==> config.mk <==
export PLATFORM = sky130hd
export DESIGN_NAME = prefetch_slice_arbiter
export DESIGN_NICKNAME = d
export VERILOG_FILES = /design/src/rtl/prefetch_slice_arbiter.sv
export SDC_FILE = /design/constraint.sdc
export NUM_CORES = 1
export LEC_CHECK = 0
export CAP_MARGIN = 20
export CORE_AREA = 2 2 192 194
export DETAILED_ROUTE_END_ITERATION = 12
export DIE_AREA = 0 0 194 196
export MAX_ROUTING_LAYER = met4
export PLACE_DENSITY_LB_ADDON = 0.25
export RECOVER_POWER = 50
export SKIP_CTS_REPAIR_TIMING = 1
export SLEW_MARGIN = 40
export SYNTH_ARGS = -nofsm -noshare
export SYNTH_HDL_FRONTEND = slang
export SYNTH_SLANG_ARGS = --single-unit
==> constraint.sdc <==
create_clock -name clk -period 2.45 [get_ports clk]
set_clock_uncertainty 0.1 [all_clocks]
set_input_delay 0.245 -clock clk [delete_from_list [all_inputs] [get_ports clk]]
set_output_delay 0.245 -clock clk [all_outputs]
set_load 0.005 [all_outputs]
==> src/rtl/prefetch_slice_arbiter.sv <==
// prefetch_slice_arbiter
//   Shares one AXI read master port (AR + R) toward DDR between NUM_SLICES
//   prefetcher slice controllers.
//   - AR: round-robin grant among requesting slices. One request is held on
//     the registered master AR bus at a time.
//   - R : each returning burst is steered to the lowest slice whose learned
//     context ID matches the burst ID. Ownership is locked until the last
//     beat. Bursts with no matching slice are sunk (dropped).
//
// Ports
//   clk, resetN              clock, asynchronous active-low reset
//   en                       global enable; low = hold all state, no handshakes
//   sl_ar_valid/ready/addr/len/id   per-slice AR requests (flattened payloads)
//   sl_ctx_valid/sl_ctx_id   per-slice context used for R routing
//   sl_r_valid/sl_r_ready    per-slice R handshake
//   m_ar_valid/ready/addr/len/id    master AR channel (registered outputs)
//   m_r_valid/ready/id/last  master R channel
//   r_owner, r_busy          current R owner index / R channel locked
//   drop_cnt                 saturating count of sunk R beats
//
// Configuration
//   PR_ARB_DROP_CNT_EN  when defined, drop_cnt counts sunk beats; otherwise
//                       it is tied to 0 and no counter is built.

module prefetch_slice_arbiter #(
  parameter int  NUM_SLICES      = 4,
  parameter int  ADDR_BITS       = 64,
  parameter int  BURST_LEN_WIDTH = 8,
  parameter int  TID_WIDTH       = 8,
  parameter int  DROP_CNT_WIDTH  = 16,
  localparam int IDX_W           = (NUM_SLICES > 1) ? $clog2(NUM_SLICES) : 1
) (
  input  logic                                  clk,
  input  logic                                  resetN,
  input  logic                                  en,
  input  logic [NUM_SLICES-1:0]                 sl_ar_valid,
  output logic [NUM_SLICES-1:0]                 sl_ar_ready,
  input  logic [NUM_SLICES*ADDR_BITS-1:0]       sl_ar_addr,
  input  logic [NUM_SLICES*BURST_LEN_WIDTH-1:0] sl_ar_len,
  input  logic [NUM_SLICES*TID_WIDTH-1:0]       sl_ar_id,
  input  logic [NUM_SLICES-1:0]                 sl_ctx_valid,
  input  logic [NUM_SLICES*TID_WIDTH-1:0]       sl_ctx_id,
  output logic [NUM_SLICES-1:0]                 sl_r_valid,
  input  logic [NUM_SLICES-1:0]                 sl_r_ready,
  output logic                                  m_ar_valid,
  input  logic                                  m_ar_ready,
  output logic [ADDR_BITS-1:0]                  m_ar_addr,
  output logic [BURST_LEN_WIDTH-1:0]            m_ar_len,
  output logic [TID_WIDTH-1:0]                  m_ar_id,
  input  logic                                  m_r_valid,
  output logic                                  m_r_ready,
  input  logic [TID_WIDTH-1:0]                  m_r_id,
  input  logic                                  m_r_last,
  output logic [IDX_W-1:0]                      r_owner,
  output logic                                  r_busy,
  output logic [DROP_CNT_WIDTH-1:0]             drop_cnt
);

  typedef enum logic       {AR_IDLE, AR_ISSUE}        ar_state_t;
  typedef enum logic [1:0] {R_IDLE, R_ROUTE, R_DROP}  r_state_t;

  ar_state_t        ar_state, ar_state_nx;
  r_state_t         r_state, r_state_nx;
  logic [IDX_W-1:0] rr_ptr, rr_ptr_nx, ar_win;
  logic [IDX_W-1:0] r_match, r_owner_nx;
  logic             ar_hit, ar_grant, r_hit, r_busy_nx, r_hs, m_ar_valid_q;
  logic             live;

  // Handshake-qualifying term: nothing toward either side while in reset or
  // disabled.
  assign live = resetN & en;

  // Round-robin search: first requester at or after rr_ptr, wrapping.
  always_comb begin
    logic [IDX_W-1:0] cand;
    // NOTE: every combinational output gets a default before any branch so no
    // path leaves it unassigned (which would infer a latch).
    cand   = '0;
    ar_hit = 1'b0;
    ar_win = '0;
    for (int k = 0; k < NUM_SLICES; k++) begin
      cand = IDX_W'((int'(rr_ptr) + k) % NUM_SLICES);
      if (!ar_hit && sl_ar_valid[cand]) begin
        ar_hit = 1'b1;
        ar_win = cand;
      end
    end
  end

  assign rr_ptr_nx = (ar_win == IDX_W'(NUM_SLICES - 1)) ? '0 : ar_win + IDX_W'(1);

  // Lowest slice whose valid context ID matches the returning burst ID.
  always_comb begin
    r_hit   = 1'b0;
    r_match = '0;
    for (int i = 0; i < NUM_SLICES; i++) begin
      if (!r_hit && sl_ctx_valid[i] && (sl_ctx_id[i*TID_WIDTH +: TID_WIDTH] == m_r_id)) begin
        r_hit   = 1'b1;
        r_match = IDX_W'(i);
      end
    end
  end

  // AR next-state and slice grant.
  always_comb begin
    ar_state_nx = ar_state;
    ar_grant    = 1'b0;
    sl_ar_ready = '0;
    case (ar_state)
      AR_IDLE: begin
        if (live && ar_hit) begin
          ar_grant            = 1'b1;
          sl_ar_ready[ar_win] = 1'b1;
          ar_state_nx         = AR_ISSUE;
        end
      end
      AR_ISSUE: begin
        if (live && m_ar_valid_q && m_ar_ready) ar_state_nx = AR_IDLE;
      end
      default: ar_state_nx = AR_IDLE;
    endcase
  end

  // R next-state and steering. The first beat of a burst is only inspected in
  // R_IDLE; it is consumed once ownership is registered.
  always_comb begin
    r_state_nx = r_state;
    r_owner_nx = r_owner;
    r_busy_nx  = r_busy;
    sl_r_valid = '0;
    m_r_ready  = 1'b0;
    case (r_state)
      R_IDLE: begin
        if (live && m_r_valid) begin
          r_busy_nx = 1'b1;
          if (r_hit) begin
            r_owner_nx = r_match;
            r_state_nx = R_ROUTE;
          end else begin
            r_state_nx = R_DROP;
          end
        end
      end
      R_ROUTE: begin
        // Context changes are ignored here: the owner keeps the whole burst.
        if (live) begin
          sl_r_valid[r_owner] = m_r_valid;
          m_r_ready           = sl_r_ready[r_owner];
        end
        if (m_r_valid && m_r_ready && m_r_last) begin
          r_state_nx = R_IDLE;
          r_busy_nx  = 1'b0;
        end
      end
      R_DROP: begin
        m_r_ready = live;
        if (m_r_valid && m_r_ready && m_r_last) begin
          r_state_nx = R_IDLE;
          r_busy_nx  = 1'b0;
        end
      end
      default: begin
        r_state_nx = R_IDLE;
        r_busy_nx  = 1'b0;
      end
    endcase
  end

  assign r_hs = m_r_valid & m_r_ready;

  // NOTE: sequential state uses non-blocking assignments so every register
  // samples pre-edge values regardless of statement order.
  always_ff @(posedge clk or negedge resetN) begin
    if (!resetN) begin
      // NOTE: the AR payload registers are reset too; they are few and the
      // reset value is observable on the master bus.
      ar_state     <= AR_IDLE;
      r_state      <= R_IDLE;
      rr_ptr       <= '0;
      m_ar_valid_q <= 1'b0;
      m_ar_addr    <= '0;
      m_ar_len     <= '0;
      m_ar_id      <= '0;
      r_owner      <= '0;
      r_busy       <= 1'b0;
    end else if (en) begin
      ar_state <= ar_state_nx;
      r_state  <= r_state_nx;
      r_owner  <= r_owner_nx;
      r_busy   <= r_busy_nx;
      if (ar_grant) begin
        rr_ptr       <= rr_ptr_nx;
        m_ar_valid_q <= 1'b1;
        m_ar_addr    <= sl_ar_addr[ar_win*ADDR_BITS +: ADDR_BITS];
        m_ar_len     <= sl_ar_len[ar_win*BURST_LEN_WIDTH +: BURST_LEN_WIDTH];
        m_ar_id      <= sl_ar_id[ar_win*TID_WIDTH +: TID_WIDTH];
      end else if (ar_state == AR_ISSUE && m_ar_ready) begin
        m_ar_valid_q <= 1'b0;
      end
    end
  end

  // Masked by en so a stalled arbiter never presents a request the DDR side
  // could accept while our state is frozen.
  assign m_ar_valid = m_ar_valid_q & en;

`ifdef PR_ARB_DROP_CNT_EN
  logic [DROP_CNT_WIDTH-1:0] drop_cnt_q;

  always_ff @(posedge clk or negedge resetN) begin
    if (!resetN) begin
      drop_cnt_q <= '0;
    end else if (en && r_state == R_DROP && r_hs && !(&drop_cnt_q)) begin
      drop_cnt_q <= drop_cnt_q + DROP_CNT_WIDTH'(1);
    end
  end

  assign drop_cnt = drop_cnt_q;
`else
  assign drop_cnt = '0;
`endif

endmodule

# Word-level counts from Yosys, hierarchy flattened
# Index checks and enable logic that the tools add are counted.
# word_totals
ff_bits	89
inputBits	378
out_inout_bits	109
wordCells	122
# op_classes
add_sub_neg	4
n_lt_le_gt_ge	8
eq_ne	10
n_shift	3
mux	52
n_bitwise	4
n_reduce_logical	32
# ops
cell	count
variable part select 256 x 9 -> 64 bit	1
variable part select 32 x 6 -> 8 bit	2
== test 8 bit	4
two-way mux 1 bit	26
two-way mux 2 bit	11
logical AND 1 bit	20
< comparator 2 x 3 -> 1 bit (second input constant)	6
two-way mux 4 bit	4
binary-select mux 1 bit (select 2 bit)	5
AND reduction 4 bit	2
zero test 1 bit	6
inequality test 2 bit (second input constant)	3
one-hot mux 2 bit (3 select lines)	1
adder 2 x 1 -> 2 bit (second input constant)	2
adder 2 bit (second input constant)	2
bitwise AND 4 bit	1
demux 1 bit (select 2 bit)	2
== test 2 bit (second input constant)	2
>= comparator 2 x 1 -> 1 bit (second input constant)	2
one-hot mux 1 bit (2 select lines)	2
AND reduction 2 bit	2
one-hot mux 1 bit (3 select lines)	1
bitwise AND 1 bit	2
== test 2 x 1 -> 1 bit (second input constant)	1
3 further kinds	3

# Depth between registers and ports, before layout
# Gate-level depths: netlist (run 1).
# depth
depth_word	18
ltp_mapped	8
ltp_nobuf	7

# Worst setup path after synthesis (run 1)
# No wires, ideal clock.
# synth_path
path_type	reg-to-output
from	reg rr_ptr[1]
to	out sl_ar_ready[0]
t_arrival_ns	1.833
t_required_ns	2.105
path_slack_ns	0.272
path_stages_with_launch	9
n_path_buf	3
cell_sequence	dfrtp_1 > mux2i_1 > nor2_2 > or3_1 > buf_4 > buf_4 > buf_2 > ha_1 > and2_1
# synth_between
elab_chain_len	18
elab_cells_between_ends	33
# synth_rtl
item	line	text
from (decl)	64	logic [IDX_W-1:0] rr_ptr, rr_ptr_nx, ar_win;
from (signal assigned)	192	rr_ptr <= rr_ptr_nx;
parallel branches: the longest is 16 deep, another holds < comparator 2 x 3 -> 1 bit	n/a	
two-way mux 4 bit *	111	if (live && ar_hit) begin
two-way mux 4 bit *	109	case (ar_state)
to (decl)	37	output logic [NUM_SLICES-1:0] sl_ar_ready,
# Mark *: on every way between the ends. The select of a mux whose other input is x is not followed.

# Worst setup path in the final report (run 1)
# Same ends and word-level chain as after synthesis.

==> impl_metrics.yaml, run 1 <==
setup_path:
  cp_slowest_cell: "dfrtp_2"
  path_max_fanout: 5
  path_cells: "buf_6 -> nand2b_4 -> a21oi_4 -> or3_4 -> ha_1 -> and2_1 -> dlymetal6s2s_1"
  critPathKind: "reg2out"
  crit_arrival_ps: 2040
  regToRegSetupSlack_ps: 130
  worstPathRequired_ps: 2110
  r2r_start: "rr_ptr[1]"
  crit_start: "rr_ptr[1]"
  r2r_end: "m_ar_addr[51]"
  max_stage_delay_ps: 430
  ff2ff_path_depth: 8
  start_kind: "register"
  worstSetupEndpointType: "output pin"
sta:
  rsz0062_at_grt: "true"
  worst_pin_slew_ps: 1460
  drv_slew: 0
  setup_slack_ps: 64.2
  post-route-period-util: 0.974
  finalSetupTns_ps: 0
  fmax_ghz: 0.419
  max_slew_margin: 0.0268
  setup_violations: 0
  fin_crit_ps: 2390
  hold_violations: 0
grt:
  grt_max_degree: 52
  grt_overflow: 0
  antenna_found_initial: 0
  grt_pass1_wl_um: 51300
  grt_pass1_vias: 8135
  gr-usage-all-layers: 0.180
pwr:
  vdd_drop_max_mv: 0.401
  p_per_area_nw_per_um2: 776
  p_leak_nw: 4.55
  power.internal_mw: 6.01
  switching_share: 0.378
  clockPowerShare: 0.178
  comb_power_share: 0.553
  seqPwrFrac: 0.270
  p_sw_mw: 3.64
floorplanning:
  coreArea_um2: 36100
  die_h_um: 196
  fp-row-count: 70
  start_util: 0.179
  dieArea_um2: 38000
  ioPinCount: 487
  die_width_um: 194
worst_hold_path:
  min-delay-start: "sl_ar_len[28]"
  min_to: "m_ar_len[4]"
  hold_depth: 3
  hold_path.class: "in2reg"
cts:
  clk-insertion-delay-late_ps: 350
  cts_root_buf: "clkbuf_16"
  cts_inserted_buffers: 9
  clkSinkCount: 89
  cts_tree: "done"
  cts_buffer_depth: 2
  path_clk_slew_ps: 70
  h-tree-depth: 3
finish:
  multiInputGateArea_um2: 3880
  drive_gt1_frac: 0.0833
  fillerInstances: 3779
  layout.nets: 1641
  area_growth_pct: 92.3
  final_util: 0.344
  antennaDiodeCount: 0
  seq_area_um2: 2230
  stdcell_count: 1729
  fin_area_um2: 12400
yosys:
  synth_area_leader_cell: "dfrtp_1"
  synth_edf_count: 0
  synth.distinct_cells: 44
  netlist_area_um2: 6460
  yosys_register_bits: 89
  syn_inst: 796
  synthTopCellsByArea: "dfrtp_1, a311oi_1, nor4b_1, nand2_1, a211oi_1"
  synth_ff_type: "dfrtp_1"
  synth_warnings: 0
  ys_seq_area_frac: 0.345
  async_reset_ff_frac: 1.00
  syn_avg_cell_area_um2: 8.12
  netlist.area_leader.share: 0.345
flow_run:
  cap_violations: 0
run_status:
  status: "complete, no violations"
placement:
  gp_congestion: 0.868
  pre_cts_ws_ps: -334
  dpl_cell_area_um2: 12000
  place_hpwl_um: 26600
  io_buffers: 470
  dpl.cell_count: 1709
drt:
  dr.pass1.iters: 5
  drc: 0
  vias_per_cell: 4.70
  drtIter0Drc: 358
  drt_wl_total_um: 35000
  wl_per_cell_um: 20.2
  dr_total_vias: 8122
  antenna_left: 0
logic make-up (layout without fill, tap and decap cells):
logic type | after synthesis | count (layout) | share of synthesized area
other cells | 1 | 16 | 0.000580
xor+xnor | 32 | 32 | 0.0434
compound gates | 180 | 180 | 0.222
buf+inv | 109 | 559 | 0.0772
simple gates | 376 | 376 | 0.294
mux | 2 | 2 | 0.00503
fa+ha+maj | 7 | 7 | 0.0136
flops | 89 | 89 | 0.345
cell type report:
cell class / instances / share of cell area
clock buffers: 10 / 0.0192
clock inverters: 6 / 0.00916
flip-flops and latches: 89 / 0.179
well taps: 468 / 0.0471
inverters: 9 / 0.00282
repair buffers: 534 / 0.430
multi-input cells: 613 / 0.312
Yosys cell counts (2+ instances only):
cell      count
a211oi_1     80
a21oi_1       2
a311oi_1     80
and2_1        7
and3_1        3
buf_1         3
buf_2        17
buf_4        18
clkbuf_1     62
dfrtp_1      89
ha_1          7
inv_1         8
nand2_1     174
nand3_1       4
nand4_1       4
nor2_1       86
nor2_2        2
nor3_1        5
nor4_1        2
nor4b_1      80
o21ai_0       6
o21ai_1       2
or3_1         3
xnor2_1      32
registers in the layout (all words and copies together) (netlist names):
| signal | cells |
|---|---|
| m_ar_valid_q | 1 |
| m_ar_addr | 64 |
| rr_ptr | 2 |
| r_owner | 2 |
| m_ar_id | 8 |
| r_busy | 1 |
| ar_state | 1 |
| r_state | 2 |
| m_ar_len | 8 |
worst max-delay path by stage:
stage,to
after floorplan,sl_ar_ready[0]
after global placement,sl_ar_ready[1]
after detailed placement,sl_ar_ready[1]
after CTS,sl_ar_ready[1]
after global routing,sl_ar_ready[3]
final,sl_ar_ready[0]
cell usage in the layout (no fill, tap or decap), types with 2 or more instances in the layout:
| master | n |
|---|---|
| ha_2 | 3 |
| dlygate4sd3_1 | 45 |
| nand4_1 | 4 |
| a311oi_1 | 80 |
| inv_1 | 8 |
| dlymetal6s2s_1 | 3 |
| nor2_1 | 85 |
| conb_1 | 16 |
| bufinv_16 | 3 |
| clkinvlp_4 | 2 |
| nand3_1 | 4 |
| nand2_1 | 173 |
| and3_1 | 3 |
| buf_6 | 2 |
| buf_12 | 13 |
| nor2_4 | 3 |
| xnor2_1 | 32 |
| ha_1 | 4 |
| nor3_1 | 4 |
| clkbuf_2 | 3 |
| o21ai_0 | 6 |
| nor4_1 | 2 |
| or3_1 | 2 |
| and2_1 | 7 |
| a211oi_1 | 80 |
| dfrtp_1 | 88 |
| buf_4 | 47 |
| clkbuf_16 | 9 |
| nor4b_1 | 80 |
| clkdlybuf4s50_1 | 420 |
critical path, delay by kind of cell (launching register included):
family / cells / cell delay, ps
buf+inv: 2 / 290
flops: 1 / 430
compound gates: 1 / 60
fa+ha+maj: 1 / 220
simple gates: 3 / 670
layer usage:
metal  vias to the layer above  share of wire  track usage
li1                       3836              -            -
met1                      3917           0.43        0.225
met2                       334           0.49        0.300
met3                        35          0.060       0.0316
met4                         0          0.021       0.0505
met5                         -              0            -
power groups by stage:
stage          sequential [mW]  combinational [mW]  clock [mW]
2_1_floorplan             2.63                2.19           0
3_3_place_gp              2.61                5.44           0
3_5_place_dp              2.64                5.46           0
4_1_cts                   2.62                5.48        1.78
5_1_grt                   2.69                5.78        1.84
6_report                  2.60                5.33        1.72
metrics by stage:
| step | power (mW) | hold WS, ps |
|---|---|---|
| floorplan | 4.82 | -151 |
| global placement | 8.05 | 309 |
| detailed placement | 8.10 | 309 |
| CTS | 9.88 | -83.6 |
| global route | 10.3 | 341 |
| finish | 9.65 | 349 |
Power figures use the tool's default switching activity.
==> run 2, diff against run 1 <==
--- a/config.mk
+++ b/config.mk
@@ -12,6 +12,7 @@
 export MAX_ROUTING_LAYER = met4
 export PLACE_DENSITY_LB_ADDON = 0.25
 export RECOVER_POWER = 50
+export REMOVE_ABC_BUFFERS = 1
 export SKIP_CTS_REPAIR_TIMING = 1
 export SLEW_MARGIN = 40
 export SYNTH_ARGS = -nofsm -noshare
==> run 2 against run 1 <==
  * Utilization is 0.38 points higher
  * Non-clock buffer count is 14 higher
  * Clock power shrank 6%
  * Global-route usage is essentially flat
  * Maximum frequency grew 0.42%
  * Via count rose by 0.47%
  * Critical path type unchanged
  * Largest cell class unchanged
==> impl_metrics.yaml, run 2 (same netlist as run 1, synthesis figures left out) <==
grt:
  grt_overflow: 0
  gr-usage-all-layers: 0.180
  antenna_found_initial: 3
  grt_max_degree: 49
  grt_pass1_vias: 8212
  grt_pass1_wl_um: 51500
sta:
  setup_violations: 0
  post-route-period-util: 0.970
  drv_slew: 0
  finalSetupTns_ps: 0
  hold_violations: 0
  whs_ps: 320
  setup_slack_ps: 74.2
  worst_pin_slew_ps: 712
  fmax_ghz: 0.421
  max_slew_margin: 0.525
  fin_crit_ps: 2380
drt:
  wl_per_cell_um: 20.1
  dr.pass1.iters: 5
  antenna_left: 0
  vias_per_cell: 4.68
  dr_total_vias: 8160
  drt_wl_total_um: 35100
  drc: 0
  drtIter0Drc: 363
pwr:
  p_total_mw: 9.57
  clockPowerShare: 0.169
  p_sw_mw: 3.64
  switching_share: 0.380
  p_per_area_nw_per_um2: 761
  seqPwrFrac: 0.270
  vdd_drop_max_mv: 0.323
  power.internal_mw: 5.93
  p_leak_nw: 4.63
  comb_power_share: 0.561
setup_path:
  path_max_fanout: 2
  critPathKind: "reg2out"
  path_cells: "mux4_2 -> a21oi_1 -> nor3b_1 -> clkdlybuf4s50_1"
  crit_arrival_ps: 2030
  cp_slowest_cell: "mux4_2"
  max_stage_delay_ps: 560
  worstPathRequired_ps: 2110
  worstSetupEndpointType: "output pin"
  start_kind: "register"
worst_hold_path:
  hold_path.class: "in2reg"
cts:
  cts_buffer_depth: 2
  clk-insertion-delay-late_ps: 350
  cts_tree: "done"
  path_clk_slew_ps: 70
  cts_inserted_buffers: 9
  cts_root_buf: "clkbuf_16"
  h-tree-depth: 3
  clkSinkCount: 89
finish:
  largest_register_ffs: 64
  layout.nets: 1655
  final_util: 0.348
  reg.largest.list: "m_ar_addr x64, m_ar_id x8, m_ar_len x8"
  fillerInstances: 3821
  regMostFlops: "m_ar_addr"
  area_growth_pct: 94.5
  seq_area_um2: 2230
  multiInputGateArea_um2: 3910
  drive_gt1_frac: 0.0910
  layout_commonest_cell: "clkdlybuf4s50_1"
  final_cell_mix: "clkdlybuf4s50_1, nand2_1, dfrtp_1, nor2_1"
flow_run:
  cap_violations: 0
placement:
  io_buffers: 470
  gp_congestion: 0.906
  pre_cts_ws_ps: -262
  place_hpwl_um: 27000
floorplanning:
  coreArea_um2: 36100
  fp-row-count: 70
  die_width_um: 194
  die_h_um: 196
  start_util: 0.179
  ioPinCount: 487
  dieArea_um2: 38000
run_status:
  status: "complete, no violations"
-- run 2: changes by cell type in the layout (fill, tap and decap cells not counted), sizes merged --
| cell | previous run | this run |
|---|---|---|
| dlygate4sd3 | 45 | 64 |
| clkdlybuf4s50 | 420 | 402 |
| buf | 63 | 78 |
| clkbuf | 13 | 11 |
| bufinv | 3 | 2 |
| clkinv | 1 | 2 |
| clkinvlp | 2 | 1 |
| diode | 0 | 1 |
| dlymetal6s2s | 3 | 4 |
-- run 2: layout make-up --
| cell class | count | area share |
|---|---|---|
| Tap cell | 468 | 0.0466 |
| Multi-Input combinational cell | 613 | 0.311 |
| Timing Repair Buffer | 548 | 0.436 |
| Inverter | 9 | 0.00279 |
| Clock inverter | 5 | 0.00697 |
| Antenna cell | 1 | 0.000199 |
| Sequential cell | 89 | 0.177 |
| Clock buffer | 11 | 0.0193 |
-- run 2: final timing paths --
kind,startpoint,slack (ps),cells past startpoint,to
max,r_owner[0],70,4,m_r_ready
min,resetN,320,4,r_busy
max reg2reg,rr_ptr[1],120,8,m_ar_addr[39]
min reg2reg,m_ar_addr[7],450,2,m_ar_addr[7]
max in group asynchronous,resetN,490,4,m_ar_addr[37]
min in group asynchronous,resetN,430,2,r_state[0]
-- run 2: power groups by stage --
stage | Combinational (mW) | Clock, mW | Sequential [mW]
6_report | 5.37 | 1.62 | 2.58
5_1_grt | 5.85 | 1.74 | 2.68
4_1_cts | 5.53 | 1.70 | 2.61
3_5_place_dp | 5.52 | 0 | 2.64
3_3_place_gp | 5.50 | 0 | 2.62
2_1_floorplan | 2.07 | 0 | 2.63
-- run 2: through the flow --
stage / area (µm²) / instances
3_3_place_gp: 12100 / 1723
4_1_cts: 12400 / 1739
5_1_grt: 12600 / 1744
3_5_place_dp: 12100 / 1723
2_1_floorplan: 6050 / 711
6_report: 12600 / 1744
-- run 2: per-layer routing --
metal,vias up,global-route usage,share of wire
met2,340,0.294,0.49
met5,-,-,0
met1,3927,0.230,0.43
li1,3865,-,-
met4,0,0.0438,0.016
met3,28,0.0354,0.067
-- run 2: worst max-delay path, delay by kind of cell, from the launching register on --
kind / cells / cell delay [ps]
and+or+nand+nor: 1 / 70
buffers and inverters: 1 / 480
DFF: 1 / 380
muxes: 1 / 560
AOI/OAI and AO/OA: 1 / 190
